--- config.mk ---
export PLATFORM = sky130hd
export DESIGN_NAME = reset_sequencer
export DESIGN_NICKNAME = d
export VERILOG_FILES = /design/src/rtl/reset_sequencer_pkg.sv /design/src/rtl/reset_sequencer_sync_debounce.sv /design/src/rtl/reset_sequencer.sv
export SDC_FILE = /design/constraint.sdc
export NUM_CORES = 1
export LEC_CHECK = 0
export ABC_AREA = 0
export ABC_CLOCK_PERIOD_IN_PS = 1700
export CAP_MARGIN = 10
export CORE_MARGIN = 2
export CORE_UTILIZATION = 50
export CTS_BUF_LIST = sky130_fd_sc_hd__clkbuf_16
export DETAILED_ROUTE_END_ITERATION = 8
export GPL_TIMING_DRIVEN = 0
export PLACE_DENSITY = 0.81
export SYNTH_ARGS = -nofsm -noshare
export SYNTH_HDL_FRONTEND = slang
export SYNTH_HIERARCHICAL = 1
export SYNTH_SLANG_ARGS = --single-unit
--- constraint.sdc ---
create_clock -name clock_160 -period 1.7 [get_ports clock_160]
set_clock_uncertainty 0.1 [all_clocks]
set_input_delay 0.51 -clock clock_160 [delete_from_list [all_inputs] [get_ports clock_160]]
set_output_delay 0.51 -clock clock_160 [all_outputs]
set_load 0.02 [all_outputs]
--- src/rtl/reset_sequencer_pkg.sv ---
`default_nettype none
// ============================================================================
//  Module   : reset_sequencer_pkg
//  Purpose  : Shared encodings and helpers for the Propeller reset sequencer:
//             FSM state codes, reset-cause codes, counter sizing.
//  Revision : 1.0  initial release
// ============================================================================
package reset_sequencer_pkg;

    // FSM state encodings; 2'b11 is unused and recovers to RS_LOCK
    typedef enum logic [1:0] {
        RS_LOCK = 2'b00,
        RS_HOLD = 2'b01,
        RS_RUN  = 2'b10
    } seq_state_e;

    // Cause of the most recent reset
    typedef enum logic [1:0] {
        RC_POR    = 2'd0,
        RC_PLUG   = 2'd1,
        RC_BUTTON = 2'd2,
        RC_LOCK   = 2'd3
    } reset_cause_e;

    localparam logic [7:0] c_COUNT_MAX = 8'hFF;

    // Bits needed for a counter that runs 0 .. n-1 (at least one bit)
    function automatic int cnt_width(input int n);
        return (n > 1) ? $clog2(n) : 1;
    endfunction

    // Saturating increment for the 8-bit reset event counter
    function automatic logic [7:0] sat_inc8(input logic [7:0] v);
        return (v == c_COUNT_MAX) ? v : 8'(v + 8'd1);
    endfunction

endpackage
`default_nettype wire

--- src/rtl/reset_sequencer_sync_debounce.sv ---
`default_nettype none
// ============================================================================
//  Module   : reset_sequencer_sync_debounce
//  Purpose  : Multi-flop synchronizer for an asynchronous level, optionally
//             followed by a debouncer. CYCLES == 0 gives a plain synchronizer.
//             All flops reset to 0, so the output reads as asserted/unlocked
//             until the input has been seen high.
//  Revision : 1.0  initial release
// ============================================================================
module reset_sequencer_sync_debounce
    import reset_sequencer_pkg::*;
#(
    parameter int SYNC_STAGES = 2,
    parameter int CYCLES      = 0
) (
    input  logic clk,
    input  logic rst_n,
    input  logic async_i,
    output logic clean_o
);

    logic [SYNC_STAGES-1:0] sync_q;
    logic                   w_sync;

    // Shift the asynchronous input through the synchronizer chain
    always_ff @(posedge clk or negedge rst_n) begin
        if (!rst_n) sync_q <= '0;
        else        sync_q <= {sync_q[SYNC_STAGES-2:0], async_i};
    end

    assign w_sync = sync_q[SYNC_STAGES-1];

    generate
        if (CYCLES == 0) begin : g_bypass
            assign clean_o = w_sync;
        end else begin : g_debounce
            localparam int              c_CNT_W = cnt_width(CYCLES);
            localparam logic [c_CNT_W-1:0] c_CNT_LAST = c_CNT_W'(CYCLES - 1);

            logic [c_CNT_W-1:0] cnt_q, cnt_d;
            logic               clean_q, clean_d;

            // Count consecutive cycles where the synced level disagrees with the
            // accepted level; accept it on the CYCLES-th such cycle
            always_comb begin
                cnt_d   = '0;
                clean_d = clean_q;
                if (w_sync != clean_q) begin
                    if (cnt_q == c_CNT_LAST) clean_d = w_sync;
                    else                     cnt_d   = cnt_q + 1'b1;
                end
            end

            // Debounce state register
            always_ff @(posedge clk or negedge rst_n) begin
                if (!rst_n) begin
                    cnt_q   <= '0;
                    clean_q <= 1'b0;
                end else begin
                    cnt_q   <= cnt_d;
                    clean_q <= clean_d;
                end
            end

            assign clean_o = clean_q;
        end
    endgenerate

endmodule
`default_nettype wire

--- src/rtl/reset_sequencer.sv ---
`default_nettype none
// ============================================================================
//  Module   : reset_sequencer
//  Purpose  : Merges Prop-plug reset, push-button and PLL lock into one clean,
//             registered active-low reset for the p1v core, with status
//             (state, last cause, saturating reset-event count).
//  Revision : 1.0  initial release
// ============================================================================
module reset_sequencer
    import reset_sequencer_pkg::*;
#(
    parameter int SYNC_STAGES     = 2,
    parameter int DEBOUNCE_CYCLES = 160000,
    parameter int HOLD_CYCLES     = 1600
) (
    input  logic       clock_160,
    input  logic       inp_resn,
    input  logic       pll_locked,
    input  logic       plug_resn,
    input  logic       pb_resn,
    output logic       ext_resn,
    output logic [1:0] seq_state,
    output logic [1:0] reset_cause,
    output logic [7:0] reset_count
);

    localparam int                  c_HOLD_W    = cnt_width(HOLD_CYCLES);
    localparam logic [c_HOLD_W-1:0] c_HOLD_LAST = c_HOLD_W'(HOLD_CYCLES - 1);

    logic w_lock_s;
    logic w_plug_s;
    logic w_pb_clean;
    logic w_req;

    seq_state_e          state_q, state_d;
    logic [c_HOLD_W-1:0] hold_cnt_q, hold_cnt_d;
    reset_cause_e        cause_q, cause_d;
    logic [7:0]          count_q, count_d;
    logic                ext_q, ext_d;

    reset_sequencer_sync_debounce #(
        .SYNC_STAGES (SYNC_STAGES),
        .CYCLES      (0)
    ) u_sync_lock (
        .clk     (clock_160),
        .rst_n   (inp_resn),
        .async_i (pll_locked),
        .clean_o (w_lock_s)
    );

    reset_sequencer_sync_debounce #(
        .SYNC_STAGES (SYNC_STAGES),
        .CYCLES      (0)
    ) u_sync_plug (
        .clk     (clock_160),
        .rst_n   (inp_resn),
        .async_i (plug_resn),
        .clean_o (w_plug_s)
    );

    reset_sequencer_sync_debounce #(
        .SYNC_STAGES (SYNC_STAGES),
        .CYCLES      (DEBOUNCE_CYCLES)
    ) u_sync_pb (
        .clk     (clock_160),
        .rst_n   (inp_resn),
        .async_i (pb_resn),
        .clean_o (w_pb_clean)
    );

    assign w_req = !w_lock_s || !w_plug_s || !w_pb_clean;

    // Next-state, hold timer, cause/count bookkeeping; ext_resn follows next state
    always_comb begin
        state_d    = state_q;
        hold_cnt_d = '0;
        cause_d    = cause_q;
        count_d    = count_q;
        case (state_q)
            RS_LOCK: begin
                if (w_lock_s) state_d = RS_HOLD;
            end
            RS_HOLD: begin
                if (!w_lock_s) begin
                    state_d = RS_LOCK;
                end else if (w_req) begin
                    hold_cnt_d = '0;
                end else if (hold_cnt_q == c_HOLD_LAST) begin
                    state_d = RS_RUN;
                end else begin
                    hold_cnt_d = hold_cnt_q + 1'b1;
                end
            end
            RS_RUN: begin
                // Lock loss outranks plug, plug outranks button
                if (!w_lock_s) begin
                    state_d = RS_LOCK;
                    cause_d = RC_LOCK;
                    count_d = sat_inc8(count_q);
                end else if (w_req) begin
                    state_d = RS_HOLD;
                    cause_d = w_plug_s ? RC_BUTTON : RC_PLUG;
                    count_d = sat_inc8(count_q);
                end
            end
            default: state_d = RS_LOCK;
        endcase
        ext_d = (state_d == RS_RUN);
    end

    // Sequencer registers
    always_ff @(posedge clock_160 or negedge inp_resn) begin
        if (!inp_resn) begin
            state_q    <= RS_LOCK;
            hold_cnt_q <= '0;
            cause_q    <= RC_POR;
            count_q    <= '0;
            ext_q      <= 1'b0;
        end else begin
            state_q    <= state_d;
            hold_cnt_q <= hold_cnt_d;
            cause_q    <= cause_d;
            count_q    <= count_d;
            ext_q      <= ext_d;
        end
    end

    assign ext_resn    = ext_q;
    assign seq_state   = state_q;
    assign reset_cause = cause_q;
    assign reset_count = count_q;

endmodule
`default_nettype wire

==> results.toml, run 1 <==
[outcome]
status = "finished, violations left"
violations = "setup timing"

[clock_network]
cts_buffers = 5
cts_tree = "built"
cts_root_buf = "clkbuf_16"
clockBufferDepth = 2
clkTransAtPathRegs_ps = 70
htreeDepth = 2
clkLatencyLatePin_ps = 290
cts.sinks = 49

[logic_synthesis]
synth_most_common_cell = "dfrtp_1"
yosys_warnings = 6
synth-seq-cells = 49
syn_area_sq_um = 2340
synth_cells = 226
synth_edf_count = 0
ys.flop_type = "dfrtp_1"
synthesis.nets = 234
ys_top_cells_by_count = "dfrtp_1 (49), nor2_1 (26), nand2_1 (16), nand3_1 (16), xnor2_1 (15)"
synth_area_per_cell_sq_um = 10.4
ys_seq_area_share_pct = 52.4
synth_top_area_share_pct = 52.4
synthTopCellsByArea = "dfrtp_1 (52%), xnor2_1 (5.6%), nor2_1 (4.2%)"
synth_largest_area_cell = "dfrtp_1"
synthArstFlopShare_pct = 100
synth.distinct_cells = 45

[global_route]
grt_max_degree = 40
grt_pass1_wl_mm = 8.60
gr-total-overflow = 0
grt_usage_pct = 21.0
grt_pass1_vias = 1868
antenna_found_initial = 0

[detailed_routing]
wl_met3_microns = 315
first_pass_iters = 4
totalWireLength_mm = 5.60
viasPerCell = 5.77
drc = 0
met1Wirelength_mm = 2.42
ant_nets = 0
met2_length_mm = 2.70
highest_layer = "met4"
drt_iter0_markers = 131
wl_per_cell_microns = 16.7
vias = 1938

[worst_setup_path]
path_buf_inv = 0
startpoint = "u_sync_pb/g_debounce.cnt_q[6]$_DFF_PN0_"
r2r_start = "u_sync_pb/g_debounce.cnt_q[6]$_DFF_PN0_"
crit_required_ps = 1800
slowest_delay_ps = 430
critPathCapture = "u_sync_pb/g_debounce.cnt_q[15]$_DFF_PN0_"
cp_cell_sequence = "nand4_1, or3_4, or3_1, a21oi_1"
crit_path_end_kind = "flip-flop"
cp_num_cells = 4
rr_worst_depth = 4
path_max_fanout = 4
crit_family = "simple AND/OR/NAND/NOR gates"
r2r-end = "u_sync_pb/g_debounce.cnt_q[15]$_DFF_PN0_"
r2r_setup_slack_ps = -50
worstPathArrival_ps = 1840
startpoint_type = "flip-flop"
crit_slowest_cell = "or3_4"
path_class = "flip-flop to flip-flop"

[floorplanning]
die_area_sq_um = 5250
num_rows = 24
start_util_pct = 52.7
ios = 18
fp.dieW_microns = 72.4
core_area_sq_um = 4440
die_h_microns = 72.4

[cells_and_area]
drive_above_1_share_pct = 30.6
final_area_sq_um = 3130
areaGrowthSynthToFinish_pct = 33.6
nets = 291
antenna_cells = 0

[timing]
finalCriticalPeriod_ps = 1750
finalCritPeriodShare_pct = 103
fmax_ghz = 0.573
maxSlewViolCount = 0
worst_slack_ps = -45.7
hold_violations = 0
grt_setup_unrepaired = "true"
max_slew_margin_pct = 65.9
finalSetupViolCount = 6
tightest_slew_ps = 510

[worst_hold_path]
min_path_type = "flip-flop to flip-flop"

[place]
place_ws_ps = -249
dpl.hpwl_mm = 2.82
portBuffers = 17
dpl_cell_area_sq_um = 2590
globalplace.congestion = 0.833

[pwr]
cellPowerDensity_nw_per_um2 = 724
ir_worst_vdd_uv = 555
leakagePower_nw = 1.32

[job]
max_cap_viol_count = 0
-- cells in the final DEF, fill, tap and decap left out, drive strengths merged, types with 3 or more instances in the layout --
cell            n
nor3            7
nand3          16
nand4           9
buf            38
inv            10
dfrtp          49
nand2b          3
a21oi           9
xnor2          15
nand3b          3
clkdlybuf4s15   6
clkdlybuf4s50   3
mux2            8
nand2          16
o21ai           7
clkbuf          5
or4             3
or3             4
nor4            5
nor2           26
ha              3
xor2            4
dlygate4sd2     7
-- worst min-delay path by stage --
stage                     cells past startpoint                             from                               to  slack [ps]
after floorplan                               0                         inp_resn               ext_resn$_DFF_PN0_         110
after global placement                        0  u_sync_lock/sync_q[0]$_DFF_PN0_  u_sync_lock/sync_q[1]$_DFF_PN0_         240
after detailed placement                      0    u_sync_pb/sync_q[0]$_DFF_PN0_    u_sync_pb/sync_q[1]$_DFF_PN0_         240
after CTS                                     0    u_sync_pb/sync_q[0]$_DFF_PN0_    u_sync_pb/sync_q[1]$_DFF_PN0_         250
after global routing                          0  u_sync_lock/sync_q[0]$_DFF_PN0_  u_sync_lock/sync_q[1]$_DFF_PN0_         270
final                                         0    u_sync_pb/sync_q[0]$_DFF_PN0_    u_sync_pb/sync_q[1]$_DFF_PN0_         250
-- final cells by class --
| type | count | area (sq um) |
|---|---|---|
| Sequential cell | 49 | 1230 |
| Tap cell | 52 | 65.1 |
| Multi-Input combinational cell | 162 | 1170 |
| Fill cell | 308 | 1320 |
| Buffer | 3 | 30.0 |
| Clock buffer | 5 | 125 |
| Timing Repair Buffer | 52 | 447 |
| Inverter | 10 | 37.5 |
| Clock inverter | 3 | 17.5 |
-- per-layer routing --
layer  GRT usage (%)  vias to the layer above
met5               0                        -
met4            10.3                        0
met3            5.00                       18
met2            32.0                       71
met1            28.4                      928
li1                -                      921
-- through the flow --
stage | power [mW] | hold slack (ps) | utilization, % | cells | TNS [ps]
2_1_floorplan | 1.24 | 114 | - | 226 | 0
3_3_place_gp | 1.28 | 236 | 58.1 | 295 | -66820
3_5_place_dp | 1.29 | 236 | 58.4 | 296 | -4140
4_1_cts | 2.27 | 251 | 65.7 | 320 | -156
5_1_grt | 2.34 | 268 | 70.4 | 336 | -1040
6_report | 2.27 | 248 | 70.4 | 336 | -198
-- cells by family after synthesis --
logic type      synth area share (%)
flops                           52.4
compound gates                  7.59
simple gates                    24.3
xor+xnor                        7.10
buf+inv                         2.78
fa+ha+maj                       1.60
mux                             4.27
-- registers in the layout, summed over array words and instances (netlist names) --
register	count
u_sync_lock/sync_q	2
ext_resn	1
reset_cause	2
u_sync_pb/sync_q	2
reset_count	8
hold_cnt_q	11
u_sync_pb/clean_o	1
u_sync_plug/sync_q	2
u_sync_pb/g_debounce.cnt_q	18
seq_state	2
-- power by group --
group / switching [mW] / total, mW / internal (mW)
sequential: 0.0140 / 1.19 / 1.18
clock: 0.426 / 0.966 / 0.540
combinational: 0.0563 / 0.105 / 0.0490
total: 0.496 / 2.27 / 1.77
-- what timing repair did --
| action | CTS | global route |
|---|---|---|
| gates cloned | 1 | 0 |
| resized for setup | 31 | 24 |
| endpoints found under the hold margin | 10 | 0 |
| pin swaps | 10 | 14 |
| buffers inserted | 15 | 17 |
| endpoints found under the setup margin | 43 | 39 |
| hold buffers | 1 | 0 |
No activity file was read; power rests on OpenSTA's default activity.
==> inputs of run 2 (changes only) <==
--- a/config.mk
+++ b/config.mk
@@ -11,8 +11,10 @@
 export CORE_MARGIN = 2
 export CORE_UTILIZATION = 50
 export CTS_BUF_LIST = sky130_fd_sc_hd__clkbuf_16
+export CTS_CLUSTER_DIAMETER = 100
 export DETAILED_ROUTE_END_ITERATION = 8
 export GPL_TIMING_DRIVEN = 0
+export MAX_ROUTING_LAYER = met4
 export PLACE_DENSITY = 0.81
 export SYNTH_ARGS = -nofsm -noshare
 export SYNTH_HDL_FRONTEND = slang
==> run 2 against run 1 <==
  * The flow still finishes with violations (setup timing)
  * Die area unchanged
  * Clock-buffer cell count did not move
  * Clock power is essentially flat
  * Critical path type unchanged
  * Largest cell class unchanged
  * Highest routed layer unchanged
==> results.toml, run 2 (synthesis results as in run 1) <==
[detailed_routing]
drt_iter0_markers = 113
ant_nets = 0
wl_per_cell_microns = 16.7
drc = 0
viasPerCell = 5.77
totalWireLength_mm = 5.61
first_pass_iters = 4
vias = 1940

[timing]
worst_slack_ps = -74.9
max_slew_margin_pct = 65.9
hold_violations = 0
finalSetupViolCount = 7
finalCriticalPeriod_ps = 1770
grt_setup_unrepaired = "true"
finalSetupTns_ps = -213
finalCritPeriodShare_pct = 104
maxSlewViolCount = 0
tightest_slew_ps = 510
fmax_ghz = 0.563

[clock_network]
cts_tree = "built"
cts_root_buf = "clkbuf_16"
htreeDepth = 2
clockBufferDepth = 2
clkLatencyLatePin_ps = 290
cts.sinks = 49
cts_buffers = 5
clkTransAtPathRegs_ps = 60

[pwr]
comb_power_share_pct = 4.6
ir_worst_vdd_uv = 557
p_clk_share_pct = 42.7
p_int_mw = 1.77
leakagePower_nw = 1.32
p_seq_share_pct = 52.7
switchingPower_mw = 0.498
cellPowerDensity_nw_per_um2 = 724
swShare_pct = 22.0
power_mw = 2.27

[floorplanning]
core_area_sq_um = 4440
num_rows = 24
die_h_microns = 72.4
fp.dieW_microns = 72.4
start_util_pct = 52.7
ios = 18
die_area_sq_um = 5250

[job]
max_cap_viol_count = 0

[worst_setup_path]
crit_required_ps = 1770
r2r_setup_slack_ps = -70
path_class = "flip-flop to flip-flop"
crit_path_end_kind = "flip-flop"
worstPathArrival_ps = 1840
startpoint_type = "flip-flop"
path_max_fanout = 4

[cells_and_area]
areaGrowthSynthToFinish_pct = 33.6
fin_util_pct = 70.4
antenna_cells = 0
drive_above_1_share_pct = 30.6
top_register = "u_sync_pb/g_debounce.cnt_q"
nets = 291
instances_no_fill = 336
final_area_sq_um = 3130
final_common_cell = "dfrtp_1"
final_cell_mix = "dfrtp_1 (44), buf_4 (31), nor2_1 (23)"
largest_reg_flops = 18

[place]
portBuffers = 17
dpl.hpwl_mm = 2.82
globalplace.congestion = 0.846
dpl_cell_area_sq_um = 2590
dp.cells = 296

[outcome]
violations = "setup timing"
status = "finished, violations left"

[global_route]
gr-total-overflow = 0
grt_pass1_wl_mm = 8.60
grt_pass1_vias = 1867
grt_usage_pct = 21.7
grt_max_degree = 40
antenna_found_initial = 0

[worst_hold_path]
min_path_type = "flip-flop to flip-flop"
[run 2: cell counts in the layout (fill, tap and decap cells not counted)]
No cell type changed its count.
[run 2: final timing paths]
kind / start / endpoint / depth (start not counted)
max: u_sync_pb/g_debounce.cnt_q[1]$_DFF_PN0_ / u_sync_pb/g_debounce.cnt_q[14]$_DFF_PN0_ / 6
min: u_sync_pb/sync_q[0]$_DFF_PN0_ / u_sync_pb/sync_q[1]$_DFF_PN0_ / 0
max reg2reg: u_sync_pb/g_debounce.cnt_q[1]$_DFF_PN0_ / u_sync_pb/g_debounce.cnt_q[14]$_DFF_PN0_ / 6
min reg2reg: u_sync_pb/sync_q[0]$_DFF_PN0_ / u_sync_pb/sync_q[1]$_DFF_PN0_ / 0
max in group asynchronous: inp_resn / u_sync_pb/g_debounce.cnt_q[8]$_DFF_PN0_ / 3
min in group asynchronous: inp_resn / u_sync_pb/g_debounce.cnt_q[17]$_DFF_PN0_ / 2
[run 2: power groups by stage]
| stage | combinational [mW] | sequential [mW] | clock, mW |
|---|---|---|---|
| after floorplan | 0.0253 | 1.22 | 0 |
| after global placement | 0.0642 | 1.22 | 0 |
| after detailed placement | 0.0699 | 1.22 | 0 |
| after CTS | 0.0903 | 1.19 | 0.985 |
| after global routing | 0.115 | 1.20 | 1.03 |
| final | 0.105 | 1.19 | 0.968 |
[run 2: cell type report]
type	count	area (sq um)
well taps	52	65.1
fillers	308	1320
repair buffers	52	447
clock buffers	5	125
clock inverters	3	17.5
inverters	10	37.5
plain buffers	3	30.0
multi-input cells	162	1170
flip-flops and latches	49	1230
[run 2: layer usage]
metal  share of wire, %  vias up  track usage [%]
met4                3.9        0             10.3
met5                  0        -                -
met2                 47       77             31.9
li1                   -      919                -
met1                 43      922             28.6
met3                6.3       22             5.00
[run 2: repair_timing]
item	in CTS	in global routing
cloned	1	0
gates resized for setup	31	24
hold buffers	1	0
buffers inserted	15	17
pin swaps	10	14
hold endpoints to repair	10	0
setup endpoints to repair	43	39
[run 2: worst max-delay path, cell delays in order, from the launching register on]
cell,delay (ps)
dfrtp_1,400
ha_2,210
nand4_1,110
buf_6,170
nor4_2,380
xnor2_1,210
nor2_2,70
[run 2: per-stage QoR]
stage,setup WS [ps],hold WS [ps]
6_report,-74.9,248
3_3_place_gp,-1290,236
5_1_grt,-131,268
3_5_place_dp,-249,236
4_1_cts,-35.5,251
2_1_floorplan,0.0813,114
==> inputs of run 3 (changes only) <==
--- a/config.mk
+++ b/config.mk
@@ -9,14 +9,15 @@
 export ABC_CLOCK_PERIOD_IN_PS = 1700
 export CAP_MARGIN = 10
 export CORE_MARGIN = 2
-export CORE_UTILIZATION = 50
+export CORE_UTILIZATION = 52
 export CTS_BUF_LIST = sky130_fd_sc_hd__clkbuf_16
 export CTS_CLUSTER_DIAMETER = 100
 export DETAILED_ROUTE_END_ITERATION = 8
 export GPL_TIMING_DRIVEN = 0
 export MAX_ROUTING_LAYER = met4
-export PLACE_DENSITY = 0.81
+export PLACE_DENSITY = 0.83
 export SYNTH_ARGS = -nofsm -noshare
 export SYNTH_HDL_FRONTEND = slang
 export SYNTH_HIERARCHICAL = 1
 export SYNTH_SLANG_ARGS = --single-unit
+export TNS_END_PERCENT = 30
==> run 3 against run 2 <==
  * The flow still finishes with violations (setup timing)
  * Combinational power hardly changed
  * Clock power hardly changed
  * Critical endpoint is now u_sync_pb/clean_o$_DFFE_PN0P_
  * Largest cell class unchanged
  * Flip-flop and latch count stayed put
  * Via count is 0.21% lower
  * Fmax is 2.3% lower
  * Die area is 3.6% lower
  * Setup slack worse by 41 ps
==> results.toml, run 3 (synthesis results as in run 1) <==
[outcome]
status = "finished, violations left"
violations = "setup timing"

[pwr]
power_mw = 2.28
cellPowerDensity_nw_per_um2 = 729
ir_worst_vdd_uv = 497
leakagePower_nw = 1.31

[floorplanning]
num_rows = 24
ios = 18
die_area_sq_um = 5060
core_area_sq_um = 4350
fp.dieW_microns = 71.1
die_h_microns = 71.1
start_util_pct = 53.8

[global_route]
grt_max_degree = 29
antenna_found_initial = 0
gr-total-overflow = 0
grt_pass1_wl_mm = 7.82
grt_usage_pct = 20.1
grt_pass1_vias = 1767

[worst_hold_path]
min_path_type = "input pin to async pin"

[cells_and_area]
areaGrowthSynthToFinish_pct = 33.4
nets = 285
top_register = "u_sync_pb/g_debounce.cnt_q"
antenna_cells = 0
largest_reg_flops = 18
drive_above_1_share_pct = 34.5
instances_no_fill = 330
final_common_cell = "dfrtp_1"
final_cell_mix = "dfrtp_1 (39), buf_4 (25), nor2_1 (17)"
fillers = 289

[clock_network]
cts_tree = "built"
cts_hold_buf = 0
clockBufferDepth = 2
cts.sinks = 49
cts_root_buf = "clkbuf_16"
clkLatencyLatePin_ps = 290
cts_buffers = 5
clkTransAtPathRegs_ps = 70
htreeDepth = 2

[detailed_routing]
totalWireLength_mm = 5.50
vias = 1936
drc = 0
wl_per_cell_microns = 16.7
viasPerCell = 5.87
first_pass_iters = 4
drt_iter0_markers = 155
ant_nets = 0

[worst_setup_path]
worstPathArrival_ps = 1890
startpoint_type = "flip-flop"
path_max_fanout = 3
crit_path_end_kind = "flip-flop"
path_class = "flip-flop to flip-flop"
crit_required_ps = 1770

[place]
dpl.hpwl_mm = 2.88
portBuffers = 17
dp.cells = 296
globalplace.congestion = 0.835

[timing]
finalSetupTns_ps = -847
worst_slack_ps = -116
maxSlewViolCount = 0
finalCritPeriodShare_pct = 107
tightest_slew_ps = 516
max_slew_margin_pct = 65.6
hold_violations = 0
finalCriticalPeriod_ps = 1820
grt_setup_unrepaired = "true"
fmax_ghz = 0.551
finalSetupViolCount = 27

[job]
max_cap_viol_count = 0
-- run 3: per-layer routing --
| metal | global-route usage (%) | vias to the layer above | part of all wire [%] |
|---|---|---|---|
| li1 | - | 911 | - |
| met1 | 26.3 | 962 | 43 |
| met2 | 30.3 | 56 | 51 |
| met3 | 4.42 | 7 | 4.5 |
| met4 | 8.81 | 0 | 1.7 |
| met5 | - | - | 0 |
-- run 3: path summary, 6_finish.rpt --
| path | slack (ps) | cells after the start | start | to |
|---|---|---|---|---|
| min reg2reg | 250 | 0 | u_sync_pb/sync_q[0]$_DFF_PN0_ | u_sync_pb/sync_q[1]$_DFF_PN0_ |
| max in group asynchronous | 880 | 2 | inp_resn | u_sync_lock/sync_q[1]$_DFF_PN0_ |
| min | 90 | 1 | inp_resn | u_sync_pb/g_debounce.cnt_q[15]$_DFF_PN0_ |
| max | -120 | 6 | u_sync_pb/g_debounce.cnt_q[0]$_DFF_PN0_ | u_sync_pb/clean_o$_DFFE_PN0P_ |
| max reg2reg | -120 | 6 | u_sync_pb/g_debounce.cnt_q[0]$_DFF_PN0_ | u_sync_pb/clean_o$_DFFE_PN0P_ |
| min in group clock_160 | 250 | 0 | u_sync_pb/sync_q[0]$_DFF_PN0_ | u_sync_pb/sync_q[1]$_DFF_PN0_ |
-- run 3: stage by stage --
step,hold WS [ps],instance area [sq um],setup WS (ps),util [%]
2_1_floorplan,114,2340,0.0813,-
3_3_place_gp,234,2580,-1330,59.3
3_5_place_dp,235,2590,-256,59.6
4_1_cts,109,2830,-83.6,65.0
5_1_grt,125,3120,-130,71.8
6_report,87.5,3120,-116,71.8
-- run 3: repair_timing --
action	CTS	global route
pin swaps	9	15
gates cloned	0	1
buffers inserted	5	21
gates resized for setup	31	40
setup endpoints to repair	44	34
-- run 3: power breakdown --
group          internal, mW  switching [mW]  total (mW)
combinational        0.0539          0.0544       0.108
sequential             1.18          0.0163        1.20
clock                 0.540           0.431       0.971
-- run 3: worst max-delay path, stage by stage, from the launching register on --
cell,delay (ps)
dfrtp_1,400
ha_2,190
nand4_1,240
nor2_2,210
buf_4,140
nand3_1,100
mux2_2,320
-- run 3: area by class of cell --
cell class                      count  area (sq um)  share of cell area, %
Buffer                              4          38.8                   1.24
Clock buffer                        5           125                   4.00
Clock inverter                      3          17.5                  0.561
Inverter                           10          37.5                   1.20
Multi-Input combinational cell    162          1200                   38.4
Sequential cell                    49          1240                   39.6
Tap cell                           52          65.1                   2.08
Timing Repair Buffer               45           400                   12.8
